## src/rtl/switcher_pkg.sv

```systemverilog
// Shared definitions for the switcher command link, used by both the host
// transmitter and the switcher-side receiver.
package switcher_pkg;

    localparam logic [1:0] CMD_MOTOR  = 2'b00;
    localparam logic [1:0] CMD_SERVO  = 2'b01;
    localparam int         FRAME_BITS = 8;

    typedef enum logic [2:0] {
        IDLE,
        SYNC,
        GUARD,
        DATA,
        APPLY
    } state_t;

    // Frame byte goes out LSB first, so the command code leads the payload.
    function automatic logic [FRAME_BITS-1:0] build_frame(input logic [1:0] cmd,
                                                          input logic [5:0] data);
        return {data, cmd};
    endfunction

endpackage

```

## src/rtl/switcher_tx_shift.sv

```systemverilog
// Parallel-in / serial-out frame shifter with a bit counter that tells the
// FSM when the final data bit is on the output.
module switcher_tx_shift
    import switcher_pkg::*;
(
    input  logic                  clk,
    input  logic                  reset,
    input  logic                  load,
    input  logic [FRAME_BITS-1:0] frame,
    input  logic                  shift_en,
    output logic                  bit0,
    output logic                  last_bit
);

    logic [FRAME_BITS-1:0] sreg;
    logic [2:0]            bit_cnt;

    always_ff @(posedge clk) begin
        if (reset) begin
            sreg    <= '0;
            bit_cnt <= '0;
        end else if (load) begin
            sreg    <= frame;
            bit_cnt <= '0;
        end else if (shift_en) begin
            sreg    <= {1'b0, sreg[FRAME_BITS-1:1]};
            bit_cnt <= bit_cnt + 3'd1;
        end
    end

    assign bit0     = sreg[0];
    assign last_bit = (bit_cnt == 3'd7);

endmodule

```

## src/rtl/switcher_tx.sv

```systemverilog
// Host-side transmitter for the single-wire switcher link: shadows the motor
// and servo words and sends one reset-prefixed frame per changed word.
//
// state | meaning
// IDLE  | link quiet, arbitrate between dirty words
// SYNC  | one-cycle link reset to the receiver
// GUARD | one zero bit the receiver discards
// DATA  | eight frame bits, LSB first
// APPLY | GAP_CYCLES of zero while the receiver commits the word
module switcher_tx
    import switcher_pkg::*;
#(
    parameter int GAP_CYCLES = 2
) (
    input  logic       clk,
    input  logic       reset,
    input  logic       motor_dir_wr,
    input  logic [5:0] motor_dir,
    input  logic       servo_en_wr,
    input  logic [5:0] servo_en,
    output logic       link_rst,
    output logic       sda,
    output logic       busy,
    output logic       frame_done
);

    localparam logic [3:0] GAP_LAST = 4'(GAP_CYCLES - 1);

    state_t                state;
    logic [5:0]            motor_sh;
    logic [5:0]            servo_sh;
    logic                  motor_dy;
    logic                  servo_dy;
    logic                  last_servo;
    logic [3:0]            gap_cnt;

    logic                  start;
    logic                  pick_motor;
    logic [FRAME_BITS-1:0] frame_in;
    logic                  sh_bit0;
    logic                  sh_last;

    always_comb begin
        pick_motor = motor_dy && (!servo_dy || last_servo);
        start      = (state == IDLE) && (motor_dy || servo_dy);
        frame_in   = pick_motor ? build_frame(CMD_MOTOR, motor_sh)
                                : build_frame(CMD_SERVO, servo_sh);
    end

    switcher_tx_shift u_shift (
        .clk      (clk),
        .reset    (reset),
        .load     (start),
        .frame    (frame_in),
        .shift_en (state == DATA),
        .bit0     (sh_bit0),
        .last_bit (sh_last)
    );

    always_ff @(posedge clk) begin
        if (reset) begin
            state      <= IDLE;
            motor_sh   <= 6'h00;
            servo_sh   <= 6'h00;
            motor_dy   <= 1'b1;
            servo_dy   <= 1'b1;
            last_servo <= 1'b1;
            gap_cnt    <= '0;
            link_rst   <= 1'b1;
            sda        <= 1'b0;
            busy       <= 1'b0;
            frame_done <= 1'b0;
        end else begin
            link_rst   <= (state == SYNC);
            sda        <= (state == DATA) && sh_bit0;
            busy       <= (state != IDLE);
            frame_done <= (state == APPLY) && (gap_cnt == 4'd0);

            // A write landing on the load cycle keeps its dirty flag, so the new value follows.
            if (motor_dir_wr) begin
                motor_sh <= motor_dir;
                motor_dy <= 1'b1;
            end else if (start && pick_motor) begin
                motor_dy <= 1'b0;
            end
            if (servo_en_wr) begin
                servo_sh <= servo_en;
                servo_dy <= 1'b1;
            end else if (start && !pick_motor) begin
                servo_dy <= 1'b0;
            end

            case (state)
                IDLE: begin
                    if (start) begin
                        last_servo <= !pick_motor;
                        state      <= SYNC;
                    end
                end
                SYNC:  state <= GUARD;
                GUARD: state <= DATA;
                DATA: begin
                    if (sh_last) begin
                        gap_cnt <= GAP_LAST;
                        state   <= APPLY;
                    end
                end
                APPLY: begin
                    if (gap_cnt == 4'd0) state <= IDLE;
                    else                 gap_cnt <= gap_cnt - 4'd1;
                end
                default: state <= IDLE;
            endcase
        end
    end

endmodule

```

## config.mk

```make
export PLATFORM = sky130hd
export DESIGN_NAME = switcher_tx
export DESIGN_NICKNAME = d
export VERILOG_FILES = /design/src/rtl/switcher_pkg.sv /design/src/rtl/switcher_tx_shift.sv /design/src/rtl/switcher_tx.sv
export SDC_FILE = /design/constraint.sdc
export NUM_CORES = 1
export LEC_CHECK = 0
export ABC_AREA = 1
export CAP_MARGIN = 40
export CORE_MARGIN = 2
export CORE_UTILIZATION = 50
export DETAILED_ROUTE_END_ITERATION = 8
export PLACE_DENSITY = 0.76
export REMOVE_ABC_BUFFERS = 1
export SKIP_CTS_REPAIR_TIMING = 1
export SLEW_MARGIN = 20
export SYNTH_ARGS = -nofsm -noshare
export SYNTH_HDL_FRONTEND = slang
export SYNTH_SLANG_ARGS = --single-unit
```

## constraint.sdc

```tcl
create_clock -name clk -period 1.28 [get_ports clk]
set_input_delay 0.192 -clock clk [delete_from_list [all_inputs] [get_ports clk]]
set_output_delay 0.192 -clock clk [all_outputs]
set_load 0.05 [all_outputs]
```

Word-level counts from Yosys, hierarchy flattened
Index checks and enable logic that the tools add are counted.
{"block": "op_classes", "reduce_logical": 21, "addsub": 2, "n_eq_ne": 9, "n_mux": 10}
{"cell": "$mux 8", "count": 3}
{"cell": "$pmux 3 s5", "count": 1}
{"cell": "$mux 3", "count": 3}
{"cell": "$mux 4", "count": 2}
{"cell": "$pmux 4 s2", "count": 1}
{"cell": "$eq 3x2->1 const B", "count": 2}
{"cell": "$eq 3x3->1 const B", "count": 2}
{"cell": "$logic_and 1x1->1", "count": 6}
{"cell": "$ne 2x2->1 const B", "count": 3}
{"cell": "$reduce_and 3->1", "count": 2}
{"cell": "$reduce_or 2->1", "count": 3}
{"cell": "$logic_not 4->1", "count": 1}
{"cell": "$reduce_bool 2->1", "count": 2}
{"cell": "$sub 4x1->4 const B", "count": 1}
{"cell": "$add 3x1->3 const B", "count": 1}
{"cell": "$eq 3x1->1 const B", "count": 1}
{"cell": "$logic_not 3->1", "count": 1}
{"cell": "$reduce_bool 3->1", "count": 1}
{"cell": "$logic_not 1->1", "count": 2}
{"cell": "$logic_or 1x1->1", "count": 2}
{"cell": "$ne 2x1->1 const B", "count": 1}
{"cell": "$reduce_and 2->1", "count": 1}
{"block": "totals", "reg_bits": 37, "output_inout_bits": 4, "input_bits": 16, "elab_cells": 55}

Logic depth before layout (Yosys ltp)
Gate-level depths: netlist of run 1.
{"block": "depth", "ltp_word": 5, "depth_mapped": 10, "mapped_depth_nobuf": 9}

Modules after synthesis
From an unflattened synthesis of run 1, not the netlist that was laid out.
{"block": "unflattened", "hier_cells": 236, "area_unflattened_um2": 1659.1}
{"mod": "switcher_tx", "area_per_inst_um2": 1127.3, "cells_per_inst": 159, "instances": 1}
{"mod": "switcher_tx_shift", "area_per_inst_um2": 531.8, "cells_per_inst": 77, "instances": 1}

Worst setup path after synthesis of run 1
OpenSTA, ideal clock, no wires.
{"block": "synth_timing", "path_kind": "register to register", "from": "register u_shift.bit_cnt[0]", "to": "register gap_cnt[0]", "stages_incl_launch_ff": 9, "arrival_time_ps": 1047, "path_slack_ps": 120, "setup_time_ps": 113, "period_less_slack_ps": 1160, "path_cell_list": "dfxtp_1 ha_1 ha_1 inv_1 nand2_2 nand3_2 nand2_1 nand2_1 nor2_1"}
{"block": "synth_between", "elab_chain_len": 3}
{"item": "from (decl)", "line_no": "switcher_tx_shift.sv:16", "source": "logic [2:0] bit_cnt;"}
{"item": "from (signal assigned)", "line_no": "switcher_tx_shift.sv:27", "source": "bit_cnt <= bit_cnt + 3'd1;"}
{"item": "$eq 3x3->1", "line_no": "switcher_tx_shift.sv:32", "source": "assign last_bit = (bit_cnt == 3'd7);"}
{"item": "$ne 2x2->1 (no source line)"}
{"item": "$reduce_and 3->1 (no source line)"}
{"item": "to (signal assigned)", "line_no": "switcher_tx.sv:110", "source": "else gap_cnt <= gap_cnt - 4'd1;"}
{"item": "to (decl)", "line_no": "switcher_tx.sv:35", "source": "logic [3:0] gap_cnt;"}
No other way between the ends.
A chain may end at the register's enable or synchronous reset.

Worst setup path in the final report of run 1
{"block": "layout_timing", "from": "register u_shift.bit_cnt[0]", "to": "register gap_cnt[1]"}
Same word-level chain as after synthesis.

==> impl_results.md, run 1 <==
- Status: completed
- Chip Width: 62.9 microns
- Setup-failing EPs final: 0
- Lkg Pwr: 1.07 nW
- Crit end category: flop
- Vias in the first global route: 1494
- R2r endpoint: gap_cnt[1]
- Maximum VDD drop: 0.672 mV
- Commonest cells post-synth: nand2_1, inv_1, dfxtp_1
- CTS tree: built
- Yosys top cell by area: dfxtp_1
- Adder-Cell Fraction of Synth Area: 2.16%
- Die Y: 62.9 microns
- FF-to-FF setup slack: 0.06 ns
- Max-slew violation count: 0
- Nets: 304
- Worst-path maximum fanout: 4
- Final cycle utilization of the critical path: 95.1%
- Slowest CP cell: dfxtp_2
- Pre-CTS WS: 0.00575 ns
- WL/cell: 10.7 microns
- Asr flop ratio synth: 0%
- Synth cell types: 24
- CTS H-tree depth: 2
- Synth Area in Simple Gates: 32.3%
- Antenna violations before repair: 0
- Final worst slack: 0.0621 ns
- HPWL after DPL: 2640 microns
- Fmax: 821 MHz
- Type of the tightest min-delay check: in2reg
- Pwr per Cell Area: 1340 mW/mm^2
- Vias: 1600
- Core area: 0.00334 sq mm
- Clock Skew: 0.00554 ns
- Post-DRT Antenna Nets: 0
- CP Cell Sequence: ha_1 > ha_2 > inv_2 > nand2_4 > buf_6 > nand3_1 > nand2_1 > nor2_1
- Number of DRC markers in iteration 0: 131
- Vias per inst: 4.83
- Max-cap viol count: 0
- Reg2reg path depth: 8
- Post-Syn Instances: 246
- WHS Endpoint: servo_sh[5]
- Root Buffer: clkbuf_4
- Syn Area/Cell: 7.06 sq um
- Critical path's largest stage delay: 0.34 ns
- Top_reg_cell synth: dfxtp_1
- Ant diodes: 0
- Share of the synthesized area in the top cell type: 42.7%
- Post-synthesis mux area share: 0%
- CTS sink cnt: 37
- Tot GR Track Use: 19.1%
- Hold Vio Cnt, Final: 0
- Pin count of the biggest net entering global routing: 28
- Post-synthesis xor/xnor area fraction: 1.01%
- First-pass GRT wire length: 5980 microns
- Worst-Skew Late Latency: 0.34 ns
- Total CTS buffers: 5
- Drt drc: 0
- DRT Pass-1 Iters: 4
- Worst Hold Depth: 3
- Yosys warnings: 0
- Gpl congestion: 0.877
- Tot Pwr: 0.00301 W
- Worst-case clock buffer depth: 2
- Area growth syn-to-layout: 29.0%
- Synthesized flop and latch total: 37
- Top post-synthesis cells by area: dfxtp_1, nand2_1, inv_1
- Worst Hold Launch: servo_en[5]
- Worst Path Required: 1.57 ns
- Top-count cell post-synth: nand2_1
- Slew headroom: 80.4%
- Register area share after synthesis: 42.7%
- Critical path type: reg2reg
- Syn Std Cell Area: 0.00174 sq mm
- Worst Tran Pin Value: 0.293 ns
- Post-synth EDFFs: 0
- Unrepaired setup endpoints after global routing: yes
- Full die area: 0.00396 sq mm
- Final Routed Wirelength: 3530 microns
- R2R Path Start: u_shift.bit_cnt[0]
- Compound-gate portion of the synthesized area: 9.15%
- Reg area: 749 sq um
- # fillers: 297
- Core Rows: 21
- I/O Buffers: 19
- Largest family of logic cells by synthesized area: simple AND/OR/NAND/NOR gates
- Share of cells above drive strength 1: 21.4%
- GR Overflow Total: 0
- Tmin final: 1.22 ns
- CTS clock-pin slew for the worst setup and hold paths: 0.10 ns
- Starting Density: 52.0%
- I/O pin total: 20
- Multi-input gate area: 813 sq um
- Arrival time worst endpoint: 1.50 ns
- Worst Setup Start Kind: flop
per-layer routing:
layer	wire, microns	vias to the layer above	GRT usage [%]
li1	-	846	-
met1	1520	704	21.2
met2	1770	36	32.7
met3	135	14	5.23
met4	105	0	10.8
met5	0	-	0
cells by family after synthesis:
family / Yosys count
AO/OA/AOI/OAI: 31
flip-flops: 37
AND/OR/NAND/NOR: 124
buffers and inverters: 49
XOR/XNOR: 2
adder cells (fa/ha/maj): 3
registers in the layout, summed over array words and instances, names as in the netlist:
signal           flops
servo_sh             6
u_shift.bit_cnt      3
state                3
servo_dy             1
last_servo           1
sda                  1
gap_cnt              4
busy                 1
motor_dy             1
link_rst             1
motor_sh             6
u_shift.sreg         8
frame_done           1
cells in the final DEF, fill, tap and decap left out, types with 2 or more instances in the layout:
master / netlist / final
a21oi_1: 14 / 14
clkbuf_4: 0 / 5
clkdlybuf4s50_1: 0 / 15
nand2_4: 1 / 2
buf_6: 3 / 2
buf_4: 0 / 18
inv_2: 1 / 5
buf_12: 0 / 5
nand3_1: 29 / 29
nor2_1: 21 / 20
o21ai_0: 15 / 15
nand2_2: 5 / 7
nand3_2: 3 / 2
dfxtp_2: 0 / 4
dfxtp_1: 37 / 32
xor2_1: 2 / 2
nor2_2: 3 / 4
inv_1: 39 / 34
nand2_1: 59 / 56
metrics by stage:
stage / instance area [sq um] / instances / util (%) / TNS [ns] / hold slack (ns)
2_1_floorplan: 1670 / 238 / - / 0 / 0.261
3_3_place_gp: 2110 / 322 / 63.3 / 0 / 0.442
3_5_place_dp: 2110 / 322 / 63.3 / 0 / 0.447
4_1_cts: 2170 / 329 / 65.0 / -0.0847 / 0.414
5_1_grt: 2240 / 331 / 67.1 / -0.174 / 0.479
6_report: 2240 / 331 / 67.1 / 0 / 0.430
worst max path at each step:
stage	startpoint	to	slack, ns	depth (start not counted)
after global placement	state[0]	state[0]	0.03	8
after floorplan	state[2]	gap_cnt[3]	0.06	6
after global routing	state[1]	gap_cnt[3]	-0.04	9
final	u_shift.bit_cnt[0]	gap_cnt[1]	0.06	8
after CTS	state[0]	state[0]	-0.04	8
after detailed placement	gap_cnt[0]	gap_cnt[3]	0.006	9
worst max-delay path, delay by kind of cell (launching register included):
| family | cells | cell delay, ns |
|---|---|---|
| fa+ha+maj | 2 | 0.36 |
| flops | 1 | 0.34 |
| simple gates | 4 | 0.27 |
| buf+inv | 2 | 0.19 |
report_power, final:
part | internal (W) | switching (W)
clock network | 0.000259 | 0.000363
logic | 0.000448 | 0.000568
registers | 0.00129 | 0.0000785
total | 0.00200 | 0.00101
area by class of cell:
class / instances / area share [%]
Clock buffer: 7 / 2.46
Timing Repair Buffer: 40 / 18.2
Tap cell: 46 / 2.57
Sequential cell: 37 / 33.5
Multi-Input combinational cell: 160 / 36.3
Inverter: 41 / 6.98
(Power assumes the default switching activity.)
==> inputs of run 2 (changes only) <==
Settings changed: CELL_PAD_IN_SITES_DETAIL_PLACEMENT set to 0, CELL_PAD_IN_SITES_GLOBAL_PLACEMENT set to 1, CORE_UTILIZATION 50 to 42, PLACE_DENSITY 0.76 to 0.86.
Clock period 1.28 ns to 1.5 ns, I/O delays scaled along.
==> run 2 against run 1 <==
Against the previous run: register-to-register slack gained 0.12 ns; setup slack gained 0.12 ns; sequential share of layout area grew 2.2 points; critical path type unchanged; clock power grew 22%; die area grew 18%; critical endpoint is now u_shift.sreg[6]; clock-buffer cell count is the same; combinational power shrank 30%.
==> impl_results.md, run 2 (same netlist as run 1, synthesis figures left out) <==
- Status: completed
- CP startpoint: state[1]
- Crit end category: flop
- CTS sink cnt: 37
- Drt drc: 0
- Hold Vio Cnt, Final: 0
- Maximum VDD drop: 0.597 mV
- Vias in the first global route: 1351
- Worst Hold Launch: u_shift.sreg[0]
- Critical path type: reg2reg
- Largest Register: u_shift.sreg
- GR Overflow Total: 0
- M1 WL: 1560 microns
- CTS tree: built
- Full die area: 0.00467 sq mm
- Area growth syn-to-layout: 19.5%
- Multi-input gate area: 776 sq um
- Setup-failing EPs final: 0
- Pwr per Cell Area: 1270 mW/mm^2
- Unrepaired setup endpoints after global routing: no
- Worst-path maximum fanout: 15
- Reg area: 741 sq um
- WL/cell: 9.93 microns
- Type of the tightest min-delay check: reg2reg
- Worst Path Required: 1.69 ns
- Vias per inst: 4.66
- Post-DRT Antenna Nets: 0
- Arrival time worst endpoint: 1.51 ns
- Sum Neg Setup Slack: 0 ns
- Lkg Pwr: 1.01 nW
- Post-layout util: 51.9%
- CTS clock-pin slew for the worst setup and hold paths: 0.07 ns
- Clock Skew: 0.00484 ns
- Total CTS buffers: 5
- Worst Tran Pin Value: 0.307 ns
- Starting Density: 43.4%
- Gpl congestion: 0.799
- HPWL after DPL: 2390 microns
- Core Rows: 23
- Vias: 1505
- Number of DRC markers in iteration 0: 63
- I/O pin total: 20
- Most frequent cells in the layout: nand2_1, inv_1, dfxtp_1
- Share of cells above drive strength 1: 12.5%
- Core area: 0.00400 sq mm
- # fillers: 408
- Pin count of the biggest net entering global routing: 16
- Tot GR Track Use: 17.1%
- Die Y: 68.3 microns
- Chip Width: 68.3 microns
- Antenna violations before repair: 0
- Max-cap viol count: 0
- Worst-Skew Late Latency: 0.29 ns
- Fmax: 758 MHz
- First-pass GRT wire length: 5870 microns
- Met2 wire len: 1450 microns
- Root Buffer: clkbuf_8
- Most common cell after layout, fill and taps aside: nand2_1
- Final Routed Wirelength: 3210 microns
- I/O Buffers: 19
- Biggest regs: u_shift.sreg: 8 flops, motor_sh: 6 flops, servo_sh: 6 flops
- Ant diodes: 0
- Max-slew violation count: 0
- Nets: 291
- Reg2reg path depth: 8
- Max FFs per register: 8
- Worst-case clock buffer depth: 2
- Tmin final: 1.32 ns
- Worst Hold Depth: 2
- Slew headroom: 79.5%
- DR top layer: met4
- R2R Path Start: state[1]
- CTS H-tree depth: 2
- Routed wl met3: 157 microns
- DRT Pass-1 Iters: 4
- Final cycle utilization of the critical path: 87.9%
- Worst Setup Start Kind: flop
[run 2: where the power goes]
| group | internal (W) | switching (W) | leakage (nW) |
|---|---|---|---|
| sequential | 0.00110 | 0.0000614 | 0.305 |
| clock | 0.000415 | 0.000344 | 0.0542 |
| combinational | 0.000270 | 0.000441 | 0.651 |
[run 2: cell type report]
| class | instances | share of cell area, % |
|---|---|---|
| clock buffer | 7 | 4.64 |
| clock inverter | 1 | 0.241 |
| inverter | 41 | 7.42 |
| multi-input combinational | 160 | 37.4 |
| sequential | 37 | 35.7 |
| tap | 50 | 3.02 |
| timing repair buffer | 27 | 11.6 |
[run 2: path summary, 6_finish.rpt]
| check | endpoint | slack [ns] |
|---|---|---|
| max reg2reg | u_shift.sreg[6] | 0.18 |
| min reg2reg | sda | 0.45 |
| min | sda | 0.45 |
| max | u_shift.sreg[6] | 0.18 |
[run 2: stage by stage]
stage | power (W) | worst slack, ns | hold slack [ns] | area [sq um] | instances
global route | 0.00282 | 0.00692 | 0.476 | 2070 | 323
detailed placement | 0.00190 | 0.184 | 0.440 | 1970 | 315
finish | 0.00263 | 0.181 | 0.449 | 2070 | 323
CTS | 0.00266 | 0.176 | 0.452 | 2070 | 323
global placement | 0.00189 | 0.207 | 0.443 | 1970 | 315
floorplan | 0.00169 | 0.280 | 0.294 | 1670 | 238
[run 2: metal layers]
| layer | global-route usage, % | vias to the layer above |
|---|---|---|
| li1 | - | 818 |
| met1 | 20.7 | 658 |
| met2 | 27.4 | 27 |
| met3 | 6.09 | 2 |
| met4 | 6.75 | 0 |
| met5 | 0 | - |
[run 2: worst max-delay path: stages (launching register included)]
cell and delay, ns:
dfxtp_1 0.35, nor2_1 0.17, nand2_2 0.11, inv_2 0.10, nand2_4 0.12, nand2_1 0.19
nand3_1 0.10, nand2_1 0.07, inv_1 0.03
